### src/rtl/decode_queue_stage_if.sv
// Handshake and decoded-bundle bus for decode_queue_stage.
// master: the environment around the stage (fetch side drives in_*, execute
// side drives out_ready); slave: the decode stage itself.
interface decode_queue_stage_if;
  logic        in_valid;
  logic        in_ready;
  logic [31:0] in_instr;
  logic [31:0] in_pc;
  logic        out_valid;
  logic        out_ready;
  logic [31:0] out_pc;
  logic [4:0]  rd_addr;
  logic [4:0]  rs1_addr;
  logic [4:0]  rs2_addr;
  logic [31:0] imm_value;
  logic [31:0] target_imm;
  logic        use_alu;
  logic        use_shifter;
  logic        use_comparator;
  logic        use_muldiv;
  logic        alu_src1;
  logic        alu_src2;
  logic [5:0]  alu_mode;
  logic [2:0]  shifter_mode;
  logic [2:0]  comparator_mode;
  logic [2:0]  muldiv_mode;
  logic        reg_write_en;
  logic        mem_read_en;
  logic        mem_write_en;
  logic [1:0]  mem_access_mode;
  logic        mem_read_signed;
  logic        is_bj;
  logic        is_jalr;
  logic        illegal;

  modport master (
    output in_valid, in_instr, in_pc, out_ready,
    input  in_ready, out_valid, out_pc, rd_addr, rs1_addr, rs2_addr,
           imm_value, target_imm, use_alu, use_shifter, use_comparator,
           use_muldiv, alu_src1, alu_src2, alu_mode, shifter_mode,
           comparator_mode, muldiv_mode, reg_write_en, mem_read_en,
           mem_write_en, mem_access_mode, mem_read_signed, is_bj, is_jalr,
           illegal
  );

  modport slave (
    input  in_valid, in_instr, in_pc, out_ready,
    output in_ready, out_valid, out_pc, rd_addr, rs1_addr, rs2_addr,
           imm_value, target_imm, use_alu, use_shifter, use_comparator,
           use_muldiv, alu_src1, alu_src2, alu_mode, shifter_mode,
           comparator_mode, muldiv_mode, reg_write_en, mem_read_en,
           mem_write_en, mem_access_mode, mem_read_signed, is_bj, is_jalr,
           illegal
  );
endinterface

### src/rtl/decode_queue_stage.sv
// RV32I(+M) decode stage: circular instruction queue feeding a registered
// decoded control bundle, with flush and illegal-encoding detection.
module decode_queue_stage #(
  parameter int QUEUE_DEPTH = 4,
  parameter bit ENABLE_M    = 1'b0
) (
  input  logic                             clk,
  input  logic                             rst_n,
  input  logic                             flush,
  decode_queue_stage_if.slave              bus,
  output logic [$clog2(QUEUE_DEPTH+1)-1:0] queue_count
);
  localparam int PW = $clog2(QUEUE_DEPTH);
  localparam int CW = $clog2(QUEUE_DEPTH + 1);

  localparam logic [5:0] ALU_ADD  = 6'b100101;
  localparam logic [5:0] ALU_SUB  = 6'b011011;
  localparam logic [5:0] ALU_OR   = 6'b111010;
  localparam logic [5:0] ALU_AND  = 6'b100010;
  localparam logic [5:0] ALU_XOR  = 6'b011010;
  localparam logic [5:0] ALU_PASS = 6'b101010;
  localparam logic [5:0] ALU_ZERO = 6'b000010;
  localparam logic [2:0] SH_LSR = 3'b001, SH_LSL = 3'b010, SH_ASR = 3'b100;
  localparam logic [2:0] CMP_LT = 3'b000, CMP_LTU = 3'b001, CMP_GE = 3'b010;
  localparam logic [2:0] CMP_GEU = 3'b011, CMP_EQ = 3'b100, CMP_NEQ = 3'b101;

  typedef struct packed {
    logic [4:0]  rd;
    logic [4:0]  rs1;
    logic [4:0]  rs2;
    logic [31:0] imm;
    logic [31:0] target;
    logic        use_alu;
    logic        use_shifter;
    logic        use_comparator;
    logic        use_muldiv;
    logic        alu_src1;
    logic        alu_src2;
    logic [5:0]  alu_mode;
    logic [2:0]  shifter_mode;
    logic [2:0]  comparator_mode;
    logic [2:0]  muldiv_mode;
    logic        reg_write_en;
    logic        mem_read_en;
    logic        mem_write_en;
    logic [1:0]  mem_access_mode;
    logic        mem_read_signed;
    logic        is_bj;
    logic        is_jalr;
    logic        illegal;
  } ctrl_t;

  // Idle bundle: nothing enabled, ALU forced to SET_ZERO, loads signed.
  function automatic ctrl_t ctrl_idle();
    ctrl_t c;
    c                 = '0;
    c.alu_mode        = ALU_ZERO;
    c.mem_read_signed = 1'b1;
    return c;
  endfunction

  function automatic ctrl_t decode(input logic [31:0] ins);
    ctrl_t       c;
    logic        ill;
    logic [6:0]  opc;
    logic [6:0]  f7;
    logic [2:0]  f3;
    logic [31:0] imm_i, imm_s, imm_b, imm_u, imm_j;
    opc   = ins[6:0];
    f3    = ins[14:12];
    f7    = ins[31:25];
    imm_i = {{20{ins[31]}}, ins[31:20]};
    imm_s = {{20{ins[31]}}, ins[31:25], ins[11:7]};
    imm_b = {{19{ins[31]}}, ins[31], ins[7], ins[30:25], ins[11:8], 1'b0};
    imm_u = {ins[31:12], 12'b0};
    imm_j = {{11{ins[31]}}, ins[31], ins[19:12], ins[20], ins[30:21], 1'b0};
    c     = ctrl_idle();
    c.rd  = ins[11:7];
    c.rs1 = ins[19:15];
    c.rs2 = ins[24:20];
    ill   = 1'b0;
    case (opc)
      7'b0110011: begin
        c.reg_write_en = 1'b1;
        if (ENABLE_M && f7 == 7'b0000001) begin
          c.use_muldiv  = 1'b1;
          c.muldiv_mode = f3;
        end else if (f7 == 7'b0000000 ||
                     (f7 == 7'b0100000 && (f3 == 3'b000 || f3 == 3'b101))) begin
          case (f3)
            3'b000: begin c.use_alu = 1'b1; c.alu_mode = f7[5] ? ALU_SUB : ALU_ADD; end
            3'b001: begin c.use_shifter = 1'b1; c.shifter_mode = SH_LSL; end
            3'b010: begin c.use_comparator = 1'b1; c.comparator_mode = CMP_LT; end
            3'b011: begin c.use_comparator = 1'b1; c.comparator_mode = CMP_LTU; end
            3'b100: begin c.use_alu = 1'b1; c.alu_mode = ALU_XOR; end
            3'b101: begin c.use_shifter = 1'b1; c.shifter_mode = f7[5] ? SH_ASR : SH_LSR; end
            3'b110: begin c.use_alu = 1'b1; c.alu_mode = ALU_OR; end
            default: begin c.use_alu = 1'b1; c.alu_mode = ALU_AND; end
          endcase
        end else begin
          ill = 1'b1;
        end
      end
      7'b0010011: begin
        c.reg_write_en = 1'b1;
        c.alu_src2     = 1'b1;
        c.imm          = imm_i;
        case (f3)
          3'b000: begin c.use_alu = 1'b1; c.alu_mode = ALU_ADD; end
          3'b010: begin c.use_comparator = 1'b1; c.comparator_mode = CMP_LT; end
          3'b011: begin c.use_comparator = 1'b1; c.comparator_mode = CMP_LTU; end
          3'b100: begin c.use_alu = 1'b1; c.alu_mode = ALU_XOR; end
          3'b110: begin c.use_alu = 1'b1; c.alu_mode = ALU_OR; end
          3'b111: begin c.use_alu = 1'b1; c.alu_mode = ALU_AND; end
          3'b001: begin
            c.use_shifter  = 1'b1;
            c.shifter_mode = SH_LSL;
            ill            = (f7 != 7'b0000000);
          end
          default: begin
            c.use_shifter  = 1'b1;
            c.shifter_mode = f7[5] ? SH_ASR : SH_LSR;
            ill            = (f7 != 7'b0000000) && (f7 != 7'b0100000);
          end
        endcase
      end
      7'b0000011: begin
        c.use_alu         = 1'b1;
        c.alu_mode        = ALU_ADD;
        c.alu_src2        = 1'b1;
        c.imm             = imm_i;
        c.mem_read_en     = 1'b1;
        c.reg_write_en    = 1'b1;
        c.mem_access_mode = f3[1:0];
        c.mem_read_signed = !f3[2];
        ill               = (f3 == 3'b011) || (f3 == 3'b110) || (f3 == 3'b111);
      end
      7'b0100011: begin
        c.use_alu         = 1'b1;
        c.alu_mode        = ALU_ADD;
        c.alu_src2        = 1'b1;
        c.imm             = imm_s;
        c.mem_write_en    = 1'b1;
        c.mem_access_mode = f3[1:0];
        ill               = (f3 >= 3'b011);
      end
      7'b0110111, 7'b0010111: begin
        c.use_alu      = 1'b1;
        c.alu_mode     = opc[5] ? ALU_PASS : ALU_ADD;
        c.alu_src1     = !opc[5];
        c.alu_src2     = 1'b1;
        c.imm          = imm_u;
        c.reg_write_en = 1'b1;
      end
      7'b1101111, 7'b1100111: begin
        c.use_alu      = 1'b1;
        c.alu_mode     = ALU_ADD;
        c.alu_src1     = 1'b1;
        c.alu_src2     = 1'b1;
        c.imm          = 32'd4;
        c.reg_write_en = 1'b1;
        c.is_bj        = 1'b1;
        c.is_jalr      = !opc[3];
        c.target       = opc[3] ? imm_j : imm_i;
        ill            = !opc[3] && (f3 != 3'b000);
      end
      7'b1100011: begin
        c.use_comparator = 1'b1;
        c.is_bj          = 1'b1;
        c.imm            = imm_b;
        c.target         = imm_b;
        case (f3)
          3'b000:  c.comparator_mode = CMP_EQ;
          3'b001:  c.comparator_mode = CMP_NEQ;
          3'b100:  c.comparator_mode = CMP_LT;
          3'b101:  c.comparator_mode = CMP_GE;
          3'b110:  c.comparator_mode = CMP_LTU;
          3'b111:  c.comparator_mode = CMP_GEU;
          default: ill = 1'b1;
        endcase
      end
      7'b0001111: ;
      default: ill = 1'b1;
    endcase
    if (ill) begin
      c         = ctrl_idle();
      c.rd      = ins[11:7];
      c.rs1     = ins[19:15];
      c.rs2     = ins[24:20];
      c.illegal = 1'b1;
    end
    return c;
  endfunction

  logic [31:0]   instr_mem_q [QUEUE_DEPTH];
  logic [31:0]   pc_mem_q    [QUEUE_DEPTH];
  logic [PW-1:0] wr_ptr_q, wr_ptr_d, rd_ptr_q, rd_ptr_d;
  logic [CW-1:0] count_q, count_d;
  logic          out_valid_q, out_valid_d;
  logic [31:0]   out_pc_q;
  ctrl_t         ctrl_q;
  logic          push, pop;

  assign bus.in_ready = (count_q != CW'(QUEUE_DEPTH));

  // Next-state for queue pointers, occupancy and output valid; flush wins.
  always_comb begin
    push        = bus.in_valid && bus.in_ready && !flush;
    pop         = (count_q != '0) && (!out_valid_q || bus.out_ready) && !flush;
    wr_ptr_d    = push ? wr_ptr_q + PW'(1) : wr_ptr_q;
    rd_ptr_d    = pop ? rd_ptr_q + PW'(1) : rd_ptr_q;
    count_d     = count_q + CW'(push) - CW'(pop);
    out_valid_d = pop ? 1'b1 : (bus.out_ready ? 1'b0 : out_valid_q);
    if (flush) begin
      wr_ptr_d    = '0;
      rd_ptr_d    = '0;
      count_d     = '0;
      out_valid_d = 1'b0;
    end
  end

  // Queue storage: plain data, written on every accepted push.
  always_ff @(posedge clk) begin
    if (push) begin
      instr_mem_q[wr_ptr_q] <= bus.in_instr;
      pc_mem_q[wr_ptr_q]    <= bus.in_pc;
    end
  end

  // Control state: pointers, occupancy and output valid.
  always_ff @(posedge clk or negedge rst_n) begin
    if (!rst_n) begin
      wr_ptr_q    <= '0;
      rd_ptr_q    <= '0;
      count_q     <= '0;
      out_valid_q <= 1'b0;
    end else begin
      wr_ptr_q    <= wr_ptr_d;
      rd_ptr_q    <= rd_ptr_d;
      count_q     <= count_d;
      out_valid_q <= out_valid_d;
    end
  end

  // Output bundle: decode the queue head whenever it is popped.
  always_ff @(posedge clk or negedge rst_n) begin
    if (!rst_n) begin
      ctrl_q   <= ctrl_idle();
      out_pc_q <= '0;
    end else if (pop) begin
      ctrl_q   <= decode(instr_mem_q[rd_ptr_q]);
      out_pc_q <= pc_mem_q[rd_ptr_q];
    end
  end

  assign queue_count         = count_q;
  assign bus.out_valid       = out_valid_q;
  assign bus.out_pc          = out_pc_q;
  assign bus.rd_addr         = ctrl_q.rd;
  assign bus.rs1_addr        = ctrl_q.rs1;
  assign bus.rs2_addr        = ctrl_q.rs2;
  assign bus.imm_value       = ctrl_q.imm;
  assign bus.target_imm      = ctrl_q.target;
  assign bus.use_alu         = ctrl_q.use_alu;
  assign bus.use_shifter     = ctrl_q.use_shifter;
  assign bus.use_comparator  = ctrl_q.use_comparator;
  assign bus.use_muldiv      = ctrl_q.use_muldiv;
  assign bus.alu_src1        = ctrl_q.alu_src1;
  assign bus.alu_src2        = ctrl_q.alu_src2;
  assign bus.alu_mode        = ctrl_q.alu_mode;
  assign bus.shifter_mode    = ctrl_q.shifter_mode;
  assign bus.comparator_mode = ctrl_q.comparator_mode;
  assign bus.muldiv_mode     = ctrl_q.muldiv_mode;
  assign bus.reg_write_en    = ctrl_q.reg_write_en;
  assign bus.mem_read_en     = ctrl_q.mem_read_en;
  assign bus.mem_write_en    = ctrl_q.mem_write_en;
  assign bus.mem_access_mode = ctrl_q.mem_access_mode;
  assign bus.mem_read_signed = ctrl_q.mem_read_signed;
  assign bus.is_bj           = ctrl_q.is_bj;
  assign bus.is_jalr         = ctrl_q.is_jalr;
  assign bus.illegal         = ctrl_q.illegal;
endmodule
### src/flat_wrapper.sv
// flat-port wrapper written by rule: the top's interface ports become plain ports
module decode_queue_stage_flat 
#(
  parameter int QUEUE_DEPTH = 4,
  parameter bit ENABLE_M    = 1'b0
)
  (clk, rst_n, flush, queue_count, bus_in_valid, bus_in_instr, bus_in_pc, bus_out_ready, bus_in_ready, bus_out_valid, bus_out_pc, bus_rd_addr, bus_rs1_addr, bus_rs2_addr, bus_imm_value, bus_target_imm, bus_use_alu, bus_use_shifter, bus_use_comparator, bus_use_muldiv, bus_alu_src1, bus_alu_src2, bus_alu_mode, bus_shifter_mode, bus_comparator_mode, bus_muldiv_mode, bus_reg_write_en, bus_mem_read_en, bus_mem_write_en, bus_mem_access_mode, bus_mem_read_signed, bus_is_bj, bus_is_jalr, bus_illegal);
  decode_queue_stage_if bus_i ();
  input  logic clk;
  input  logic rst_n;
  input  logic flush;
  output logic [$clog2(QUEUE_DEPTH+1)-1:0] queue_count;
  input wire logic [$bits(bus_i.in_valid)-1:0] bus_in_valid;
  input wire logic [$bits(bus_i.in_instr)-1:0] bus_in_instr;
  input wire logic [$bits(bus_i.in_pc)-1:0] bus_in_pc;
  input wire logic [$bits(bus_i.out_ready)-1:0] bus_out_ready;
  output wire logic [$bits(bus_i.in_ready)-1:0] bus_in_ready;
  output wire logic [$bits(bus_i.out_valid)-1:0] bus_out_valid;
  output wire logic [$bits(bus_i.out_pc)-1:0] bus_out_pc;
  output wire logic [$bits(bus_i.rd_addr)-1:0] bus_rd_addr;
  output wire logic [$bits(bus_i.rs1_addr)-1:0] bus_rs1_addr;
  output wire logic [$bits(bus_i.rs2_addr)-1:0] bus_rs2_addr;
  output wire logic [$bits(bus_i.imm_value)-1:0] bus_imm_value;
  output wire logic [$bits(bus_i.target_imm)-1:0] bus_target_imm;
  output wire logic [$bits(bus_i.use_alu)-1:0] bus_use_alu;
  output wire logic [$bits(bus_i.use_shifter)-1:0] bus_use_shifter;
  output wire logic [$bits(bus_i.use_comparator)-1:0] bus_use_comparator;
  output wire logic [$bits(bus_i.use_muldiv)-1:0] bus_use_muldiv;
  output wire logic [$bits(bus_i.alu_src1)-1:0] bus_alu_src1;
  output wire logic [$bits(bus_i.alu_src2)-1:0] bus_alu_src2;
  output wire logic [$bits(bus_i.alu_mode)-1:0] bus_alu_mode;
  output wire logic [$bits(bus_i.shifter_mode)-1:0] bus_shifter_mode;
  output wire logic [$bits(bus_i.comparator_mode)-1:0] bus_comparator_mode;
  output wire logic [$bits(bus_i.muldiv_mode)-1:0] bus_muldiv_mode;
  output wire logic [$bits(bus_i.reg_write_en)-1:0] bus_reg_write_en;
  output wire logic [$bits(bus_i.mem_read_en)-1:0] bus_mem_read_en;
  output wire logic [$bits(bus_i.mem_write_en)-1:0] bus_mem_write_en;
  output wire logic [$bits(bus_i.mem_access_mode)-1:0] bus_mem_access_mode;
  output wire logic [$bits(bus_i.mem_read_signed)-1:0] bus_mem_read_signed;
  output wire logic [$bits(bus_i.is_bj)-1:0] bus_is_bj;
  output wire logic [$bits(bus_i.is_jalr)-1:0] bus_is_jalr;
  output wire logic [$bits(bus_i.illegal)-1:0] bus_illegal;
  assign bus_i.in_valid = bus_in_valid;
  assign bus_i.in_instr = bus_in_instr;
  assign bus_i.in_pc = bus_in_pc;
  assign bus_i.out_ready = bus_out_ready;
  assign bus_in_ready = bus_i.in_ready;
  assign bus_out_valid = bus_i.out_valid;
  assign bus_out_pc = bus_i.out_pc;
  assign bus_rd_addr = bus_i.rd_addr;
  assign bus_rs1_addr = bus_i.rs1_addr;
  assign bus_rs2_addr = bus_i.rs2_addr;
  assign bus_imm_value = bus_i.imm_value;
  assign bus_target_imm = bus_i.target_imm;
  assign bus_use_alu = bus_i.use_alu;
  assign bus_use_shifter = bus_i.use_shifter;
  assign bus_use_comparator = bus_i.use_comparator;
  assign bus_use_muldiv = bus_i.use_muldiv;
  assign bus_alu_src1 = bus_i.alu_src1;
  assign bus_alu_src2 = bus_i.alu_src2;
  assign bus_alu_mode = bus_i.alu_mode;
  assign bus_shifter_mode = bus_i.shifter_mode;
  assign bus_comparator_mode = bus_i.comparator_mode;
  assign bus_muldiv_mode = bus_i.muldiv_mode;
  assign bus_reg_write_en = bus_i.reg_write_en;
  assign bus_mem_read_en = bus_i.mem_read_en;
  assign bus_mem_write_en = bus_i.mem_write_en;
  assign bus_mem_access_mode = bus_i.mem_access_mode;
  assign bus_mem_read_signed = bus_i.mem_read_signed;
  assign bus_is_bj = bus_i.is_bj;
  assign bus_is_jalr = bus_i.is_jalr;
  assign bus_illegal = bus_i.illegal;
  decode_queue_stage #(.QUEUE_DEPTH(QUEUE_DEPTH), .ENABLE_M(ENABLE_M)) u_core (.clk(clk), .rst_n(rst_n), .flush(flush), .bus(bus_i), .queue_count(queue_count));
endmodule
### config.mk
export PLATFORM = sky130hd
export DESIGN_NAME = decode_queue_stage_flat
export DESIGN_NICKNAME = d
export VERILOG_FILES = /design/src/rtl/decode_queue_stage_if.sv /design/src/rtl/decode_queue_stage.sv /design/src/flat_wrapper.sv
export SDC_FILE = /design/constraint.sdc
export NUM_CORES = 1
export LEC_CHECK = 0
export ABC_CLOCK_PERIOD_IN_PS = 5800
export CORE_ASPECT_RATIO = 0.8
export CORE_MARGIN = 1.5
export CORE_UTILIZATION = 40
export CTS_BUF_LIST = sky130_fd_sc_hd__clkbuf_4
export DETAILED_ROUTE_END_ITERATION = 7
export GPL_TIMING_DRIVEN = 0
export SYNTH_ARGS = -nofsm -noshare
export SYNTH_HDL_FRONTEND = slang
export SYNTH_SLANG_ARGS = --single-unit
### constraint.sdc
create_clock -name clk -period 5.8 [get_ports clk]
set_input_delay 0.58 -clock clk [delete_from_list [all_inputs] [get_ports clk]]
set_output_delay 0.58 -clock clk [all_outputs]
set_load 0.01 [all_outputs]
==> flow_summary.yaml, run 1 <==
run_status:
  status: "completed"
clock_tree:
  cts_resized: 0
  post_cts_buffers: 0
  cts.sinks: 390
  cts_tree: "built"
  htreeDepth: 3
  clkSlewWorstSetupHoldPaths_ns: 0.06
  cts_buffer_depth: 3
  root_buffer: "clkbuf_4"
  cts_buffers: 97
  clk_latency_ns: 0.79
  postCtsHoldBufs: 1
sta:
  clock_skew_ns: 0.0543
  finalSetupViolations: 0
  slew_headroom: 0.194
  worstMarginPinSlew_ns: 1.20
  final_hold_viol_count: 0
  rsz0062_at_grt: "no"
  fin_crit_ns: 3.94
  report.final.slew_viol_count: 0
  max_freq_ghz: 0.254
  timing.final.crit_share: 0.680
  holdWs_ns: 0.239
grt:
  grt_overflow: 0
  antenna_found_initial: 5
  grt_max_degree: 74
  grt_pass1_vias: 10100
  groute.usage.overall: 0.207
  grt_first_pass_wirelength_mm: 60.6
yosys:
  ys_ff_latch: 390
  synth_flop_cell: "edfxtp_1"
  yosys-top-cells-area: "edfxtp_1 (50%), dfrtp_1 (22%), mux4_2 (9.1%), nand2_1 (5.2%), o21ai_0 (1.3%)"
  synth_edf_count: 256
  synthDistinctLibCells: 63
  async_reset_ff_frac: 0.344
  syn_area_um2: 15300
  yosysTopAreaCell: "edfxtp_1"
  synthTopCellsByCount: "edfxtp_1 (256), nand2_1 (210), dfrtp_1 (132)"
  syn_avg_cell_area_um2: 15.6
  synth.top_cell.area_share: 0.502
  yosysMostFrequentCell: "edfxtp_1"
  synth_cells: 981
  seq_area_frac_synth: 0.722
  ys_warn_count: 0
setup_path:
  cp_num_buf_inv: 6
  crit_family: "buffers and inverters"
  slowest_stage: "clkbuf_1"
  critPathLaunchType: "flip-flop"
  crit_top_cell: "inv_1"
  cpPeakStageDelay_ns: 0.54
  path_cells: "nor3_1 -> a21oi_1 -> nand2b_1 -> clkbuf_1 -> inv_1 -> clkbuf_1 -> buf_1 -> ha_1 -> inv_1 -> ha_1 -> inv_1 -> fa_1 -> xnor2_1 -> nor2_1"
  worst-setup-path-type: "flip-flop to flip-flop"
  endpoint_kind: "flip-flop"
  path_max_fanout: 10
  worstPathArrival_ns: 4.56
  cp.required_ns: 6.42
power:
  ir_drop_uv: 228
  power_per_cell_area_nw_per_um2: 409
  p_total_uw: 7950
  p_leak_uw: 0.00727
finish:
  final_util: 0.521
  layout.nets: 1374
  drive_gt1_frac: 0.203
  stdcell_count: 1866
  area_growth_pct: 27.2
flow_run:
  cap_violations: 0
die:
  die_w_um: 222
  core_area_um2: 37400
  die-area_um2: 39400
  ios: 215
  die_h_um: 178
  rows: 63
  start_util: 0.410
route:
  vias: 9680
  first_pass_iters: 7
  drcViolationCount: 0
  ant_nets: 0
  drt_iter0_markers: 670
  wl_per_cell_um: 21.4
  avgViaCountPerCell: 5.19
  routed_wl_mm: 39.9
place:
  io_buffers: 209
  place_inst: 1685
  gp_congestion: 0.854
  hpwl_mm: 26.1
min_path:
  min_path_type: "input port to flip-flop"
[kinds of logic after synthesis]
| family | share of synthesized area |
|---|---|
| other | 0.000245 |
| AND/OR/NAND/NOR | 0.0805 |
| XOR/XNOR | 0.00286 |
| AO/OA/AOI/OAI | 0.0650 |
| buffers and inverters | 0.0285 |
| multiplexers | 0.0949 |
| adder cells (fa/ha/maj) | 0.00621 |
| flip-flops | 0.722 |
[sequential cells by signal, indices dropped and copies added (netlist names), 2 cells and up]
signal and count:
u_core.bus.mem_access_mode 2, u_core.bus.rd_addr 5, u_core.bus.imm_value 32, u_core.instr_mem_q 128, u_core.pc_mem_q 128, u_core.bus.rs2_addr 5
u_core.bus.out_pc 32, u_core.bus.rs1_addr 5, u_core.wr_ptr_q 2, u_core.bus.target_imm 21, u_core.bus.shifter_mode 3, u_core.queue_count 3
u_core.bus.comparator_mode 3, u_core.bus.alu_mode 6, u_core.rd_ptr_q 2
[power by group]
part / total [µW] / internal, µW / leakage [µW] / switching, µW
Clock: 2350 / 1250 / 0.000770 / 1100
Combinational: 2170 / 921 / 0.00240 / 1250
Sequential: 3430 / 3270 / 0.00410 / 159
[cell type report]
type                    count  area [µm²]
clock buffers             147        1100
repair buffers            215        2240
inverters                  13        48.8
clock inverters            31         175
diodes                      2        5.00
fillers                  3228       17900
multi-input cells         508        3840
flip-flops and latches    390       11000
well taps                 487         609
plain buffers              73         388
[placed cells by master (no fill, tap or decap), drive strengths merged, types with 3 or more instances in the layout]
| master | count |
|---|---|
| edfxtp | 256 |
| a21oi | 32 |
| a22o | 6 |
| o21ai | 40 |
| clkinv | 26 |
| a32o | 18 |
| dfrtp | 132 |
| a22oi | 8 |
| o41ai | 5 |
| and2 | 7 |
| clkdlybuf4s50 | 208 |
| nand3 | 5 |
| or2 | 3 |
| nand2 | 210 |
| buf | 43 |
| conb | 4 |
| mux4 | 62 |
| mux2i | 3 |
| nor4 | 5 |
| and3 | 3 |
| xnor2 | 3 |
| clkbuf | 183 |
| ha | 6 |
| inv | 16 |
| nand2b | 12 |
| a21o | 4 |
| nor2 | 16 |
| a31oi | 4 |
| o31ai | 12 |
| nor3 | 7 |
[worst paths after layout]
| path | start | to | slack (ns) | cells past startpoint |
|---|---|---|---|---|
| max | u_core.queue_count[1]$_DFF_PN0_ | u_core.queue_count[2]$_DFF_PN0_ | 1.86 | 14 |
| min | flush | u_core.queue_count[1]$_DFF_PN0_ | 0.24 | 2 |
| max reg2reg | u_core.queue_count[1]$_DFF_PN0_ | u_core.queue_count[2]$_DFF_PN0_ | 1.86 | 14 |
| min reg2reg | u_core.bus.out_pc[7]$_DFFE_PN0P_ | u_core.bus.out_pc[7]$_DFFE_PN0P_ | 0.48 | 2 |
| max in group asynchronous | rst_n | u_core.bus.out_pc[14]$_DFFE_PN0P_ | 4.57 | 3 |
| min in group asynchronous | rst_n | u_core.bus.imm_value[0]$_DFFE_PN0P_ | 0.37 | 2 |
[metrics by stage]
step	instance area, µm²	TNS [ns]	setup WS [ns]
5_1_grt	19500	0	1.52
3_5_place_dp	18200	0	1.30
4_1_cts	19500	0	1.81
6_report	19500	0	1.86
2_1_floorplan	15300	0	2.86
3_3_place_gp	18000	-256.39	-1.96
[worst register-to-register path, cell delays in order (launching register included)]
cell	delay, ns
dfrtp_1	0.47
nor3_1	0.12
a21oi_1	0.27
nand2b_1	0.19
clkbuf_1	0.32
inv_1	0.19
clkbuf_1	0.54
buf_1	0.52
ha_1	0.34
inv_1	0.05
ha_1	0.13
inv_1	0.05
fa_1	0.41
xnor2_1	0.16
nor2_1	0.05
[metal layers]
metal	vias to the layer above	global-route usage	share of wire
met5	-	0	0.0011
met4	6	0.0765	0.021
met3	75	0.0546	0.069
met2	351	0.320	0.47
met1	4867	0.283	0.44
li1	4381	-	-
No activity file was read; power rests on OpenSTA's default activity.
==> inputs of run 2 (changes only) <==
--- a/config.mk
+++ b/config.mk
@@ -5,7 +5,7 @@
 export SDC_FILE = /design/constraint.sdc
 export NUM_CORES = 1
 export LEC_CHECK = 0
-export ABC_CLOCK_PERIOD_IN_PS = 5800
+export ABC_CLOCK_PERIOD_IN_PS = 3600
 export CORE_ASPECT_RATIO = 0.8
 export CORE_MARGIN = 1.5
 export CORE_UTILIZATION = 40
==> constraint.sdc (replaced) <==
create_clock -name clk -period 3.6 [get_ports clk]
set_input_delay 0.36 -clock clk [delete_from_list [all_inputs] [get_ports clk]]
set_output_delay 0.36 -clock clk [all_outputs]
set_load 0.01 [all_outputs]
==> flow_summary.yaml, run 2 (synthesized netlist as in run 1, its figures left out) <==
run_status:
  status: "completed"
route:
  avgViaCountPerCell: 5.20
  routed_wl_mm: 39.9
  drt_iter0_markers: 717
  vias: 9699
  ant_nets: 0
  drcViolationCount: 0
  wl_per_cell_um: 21.4
  first_pass_iters: 7
grt:
  grt_use_met2: 0.320
  grt-busiest-layer: "met2"
  use_met3: 0.0546
  grt_pass1_vias: 10100
  met1_usage: 0.282
  grt_max_degree: 74
  grt_first_pass_wirelength_mm: 60.6
  groute.usage.overall: 0.207
  grt_overflow: 0
  antenna_found_initial: 5
die:
  die_h_um: 178
  die_w_um: 222
  rows: 63
  core_area_um2: 37400
  ios: 215
  die-area_um2: 39400
  start_util: 0.410
place:
  io_buffers: 209
  place_inst: 1685
  pre_cts_ws_ns: -0.679
  gp_congestion: 0.854
  hpwl_mm: 26.1
setup_path:
  cp_num_cells: 8
  path_cells: "buf_2 -> mux2i_1 -> mux2i_2 -> or3_1 -> nor3_1 -> or2_2 -> clkbuf_2 -> a32o_1"
  endpoint_kind: "flip-flop"
  cp.required_ns: 4.28
  critPathLaunchType: "flip-flop"
  worst-setup-path-type: "flip-flop to flip-flop"
  path_max_fanout: 10
  crit_family: "simple AND/OR/NAND/NOR gates"
  r2r_cells: 8
  slowest_stage: "nor3_1"
  worstPathArrival_ns: 4.02
  cp_num_buf_inv: 2
  cpPeakStageDelay_ns: 0.90
power:
  p_leak_uw: 0.00728
  ir_drop_uv: 368
  power_per_cell_area_nw_per_um2: 658
  p_total_uw: 12800
sta:
  report.final.slew_viol_count: 0
  finalSetupViolations: 0
  worstMarginPinSlew_ns: 1.16
  rsz0062_at_grt: "no"
  timing.final.crit_share: 0.926
  clock_skew_ns: 0.0512
  final_hold_viol_count: 0
  slew_headroom: 0.224
  setup_ws_ns: 0.266
  fin_crit_ns: 3.33
  max_freq_ghz: 0.300
finish:
  reg.largest.list: "u_core.instr_mem_q: 128 flops, u_core.pc_mem_q: 128 flops"
  drive_gt1_frac: 0.207
  final_cell_mix: "edfxtp_1 (256), nand2_1 (210), clkdlybuf4s50_1 (208)"
  layout.nets: 1374
  layout_commonest_cell: "edfxtp_1"
  stdcell_count: 1866
  area_growth_pct: 27.3
clock_tree:
  cts_buffers: 97
  cts_tree: "built"
  post_cts_buffers: 0
  htreeDepth: 3
  root_buffer: "clkbuf_4"
  cts_buffer_depth: 3
  clk_latency_ns: 0.79
  clkSlewWorstSetupHoldPaths_ns: 0.08
  cts.sinks: 390
min_path:
  min_path_type: "input port to asynchronous set/reset pin"
flow_run:
  cap_violations: 0
==> run 2: changes by cell type in the layout (fill, tap and decap cells not counted), sizes merged <==
cell / delta
buf: -1
dlygate4sd3: +1
==> run 2: per-stage QoR <==
stage	TNS [ns]	util	cell area [µm²]	hold slack, ns
CTS	0	0.521	19500	0.0962
finish	0	0.521	19500	0.152
global placement	-753.26	0.482	18000	0.462
detailed placement	-1.48	0.486	18200	0.404
floorplan	0	-	15300	0.0644
global route	0	0.521	19500	0.138
==> run 2: worst paths after layout <==
path                                                        from                                    to  slack, ns
min in group clk                                bus_in_instr[22]   u_core.instr_mem_q[1][22]$_DFFE_PP_       0.21
worst min register to register  u_core.bus.out_pc[7]$_DFFE_PN0P_      u_core.bus.out_pc[7]$_DFFE_PN0P_       0.48
worst min-delay path                                       rst_n   u_core.bus.imm_value[0]$_DFFE_PN0P_       0.15
max in group asynchronous                                  rst_n     u_core.bus.out_pc[14]$_DFFE_PN0P_       2.59
worst max-delay path              u_core.rd_ptr_q[1]$_DFFE_PN0P_  u_core.bus.target_imm[8]$_DFFE_PN0P_       0.27
worst max register to register    u_core.rd_ptr_q[1]$_DFFE_PN0P_  u_core.bus.target_imm[8]$_DFFE_PN0P_       0.27
==> run 2: final cells by class <==
| cell class | instances | area [µm²] |
|---|---|---|
| fill | 3225 | 17900 |
| sequential | 390 | 11000 |
| multi-input combinational | 508 | 3850 |
| timing repair buffer | 216 | 2250 |
| clock buffer | 147 | 1100 |
| tap | 487 | 609 |
| buffer | 72 | 390 |
| clock inverter | 31 | 175 |
| inverter | 13 | 48.8 |
| antenna | 2 | 5.00 |
==> run 2: power breakdown <==
part / switching [µW] / internal, µW
combinational: 2020 / 1490
clock: 1770 / 2010
sequential: 256 / 5270
total: 4050 / 8770
==> run 2: what timing repair did <==
action                                  in CTS  in global routing
pin swaps                                    0                  0
hold buffers                                 2                  0
cloned                                       0                  0
gates resized for setup                      2                  5
endpoints found under the setup margin       2                 11
hold endpoints to repair                    69                  0
==> run 2: routing by layer <==
layer	up-vias	wire [µm]
met5	-	45
met4	6	894
met3	75	2760
met2	348	18500
met1	4901	17700
li1	4369	-
==> inputs of run 3 (changes only) <==
--- a/config.mk
+++ b/config.mk
@@ -8,7 +8,7 @@
 export ABC_CLOCK_PERIOD_IN_PS = 3600
 export CORE_ASPECT_RATIO = 0.8
 export CORE_MARGIN = 1.5
-export CORE_UTILIZATION = 40
+export CORE_UTILIZATION = 30
 export CTS_BUF_LIST = sky130_fd_sc_hd__clkbuf_4
 export DETAILED_ROUTE_END_ITERATION = 7
 export GPL_TIMING_DRIVEN = 0
==> flow_summary.yaml, run 3 (synthesized netlist as in run 1, its figures left out) <==
die:
  ios: 215
  die-area_um2: 52400
  die_w_um: 255
  die_h_um: 205
  start_util: 0.306
  core_area_um2: 50100
  rows: 73
place:
  gp_congestion: 0.849
  io_buffers: 209
  place_inst: 1873
  hpwl_mm: 27.7
  post_dp_cell_area_um2: 18400
sta:
  fin_crit_ns: 3.37
  holdWs_ns: 0.0795
  final_hold_viol_count: 0
  worstMarginPinSlew_ns: 1.24
  finalSetupViolations: 0
  rsz0062_at_grt: "no"
  timing.final.crit_share: 0.937
  clock_skew_ns: 0.0357
  report.final.slew_viol_count: 0
  slew_headroom: 0.168
  max_freq_ghz: 0.296
grt:
  grt_overflow: 0
  grt_first_pass_wirelength_mm: 62.3
  grt_max_degree: 81
  grt-busiest-layer: "met2"
  met1_usage: 0.216
  antenna_found_initial: 6
  use_met3: 0.0507
  grt_pass1_vias: 9955
  groute.usage.overall: 0.160
  grt_use_met2: 0.247
setup_path:
  critPathLaunchType: "flip-flop"
  cp.required_ns: 4.34
  reg2reg_slack_ns: 0.23
  path_max_fanout: 10
  worst-setup-path-type: "flip-flop to flip-flop"
  r2r_cells: 8
  endpoint_kind: "flip-flop"
  worstPathArrival_ns: 4.12
route:
  drcViolationCount: 0
  wl_per_cell_um: 20.3
  vias: 9773
  drt_iter0_markers: 687
  ant_nets: 0
  first_pass_iters: 5
  avgViaCountPerCell: 4.74
  routed_wl_mm: 41.7
finish:
  stdcell_count: 2060
  multi_input_area_um2: 3840
  final_cell_mix: "edfxtp_1 (256), nand2_1 (210), clkdlybuf4s50_1 (208)"
  fillers: 4780
  area_growth_pct: 29.0
  drive_gt1_frac: 0.205
  regArea_um2: 11000
  fin_area_um2: 19700
  layout_commonest_cell: "edfxtp_1"
  reg.largest.list: "u_core.instr_mem_q: 128 flops, u_core.pc_mem_q: 128 flops"
  final_util: 0.394
  layout.nets: 1375
clock_tree:
  cts_tree: "built"
  clk_latency_ns: 0.84
  cts_buffers: 98
  clkSlewWorstSetupHoldPaths_ns: 0.08
  root_buffer: "clkbuf_4"
  htreeDepth: 3
  cts.sinks: 390
  cts_buffer_depth: 3
power:
  p_total_uw: 12900
  ir_drop_uv: 386
  p_leak_uw: 0.00728
  power_per_cell_area_nw_per_um2: 656
run_status:
  status: "completed"
min_path:
  min_path_type: "input port to asynchronous set/reset pin"
flow_run:
  cap_violations: 0
run 3: changes by cell type in the layout (fill, tap and decap cells not counted), sizes merged:
cell | previous run | this run
clkbuf | 183 | 176
clkinv | 26 | 34
diode | 2 | 4
buf | 42 | 41
bufinv | 2 | 3
clkinvlp | 0 | 3
run 3: worst paths after layout:
path	start	endpoint
max in group asynchronous	rst_n	u_core.bus.rs2_addr[4]$_DFFE_PN0P_
min in group clk	bus_in_valid	u_core.wr_ptr_q[1]$_DFFE_PN0P_
hold reg to reg	u_core.bus.out_pc[29]$_DFFE_PN0P_	u_core.bus.out_pc[29]$_DFFE_PN0P_
setup reg to reg	u_core.rd_ptr_q[0]$_DFFE_PN0P_	u_core.bus.target_imm[8]$_DFFE_PN0P_
hold / removal	rst_n	u_core.bus.target_imm[30]$_DFFE_PN0P_
setup / recovery	u_core.rd_ptr_q[0]$_DFFE_PN0P_	u_core.bus.target_imm[8]$_DFFE_PN0P_
run 3: cell type report:
type,instances,area share
diodes,4,0.000507
plain buffers,72,0.0199
clock buffers,139,0.0529
clock inverters,43,0.0135
inverters,13,0.00247
multi-input cells,508,0.195
flip-flops and latches,390,0.559
well taps,675,0.0428
repair buffers,216,0.114
run 3: through the flow:
step                      setup TNS (ns)  setup slack, ns
after floorplan                        0            0.669
after global placement           -773.56            -3.88
after detailed placement           -2.05           -0.849
after CTS                              0           0.0254
after global routing                   0          0.00615
final                                  0            0.226
run 3: critical path: stages, from the launching register on:
cell and delay (ns):
dfrtp_1 0.44, buf_6 0.22, buf_6 0.22, mux4_2 0.37, or3_1 0.39, nor3_1 0.96, or2_2 0.27, clkbuf_2 0.22
a32o_1 0.19
run 3: metal layers:
| layer | vias up | part of all wire |
|---|---|---|
| met5 | - | 0.0011 |
| met4 | 8 | 0.016 |
| met3 | 64 | 0.077 |
| met2 | 380 | 0.46 |
| met1 | 4948 | 0.45 |
| li1 | 4373 | - |
run 3: timing repair:
item	in CTS	in global routing
gates resized for setup	1	7
pin swaps	0	0
endpoints found under the setup margin	3	10
hold buffers	2	0
setup buffers	0	0
endpoints found under the hold margin	142	0
run 3: where the power goes:
part	switching [µW]	internal, µW
clock	1840	2020
combinational	2080	1490
sequential	248	5270
total	4170	8780
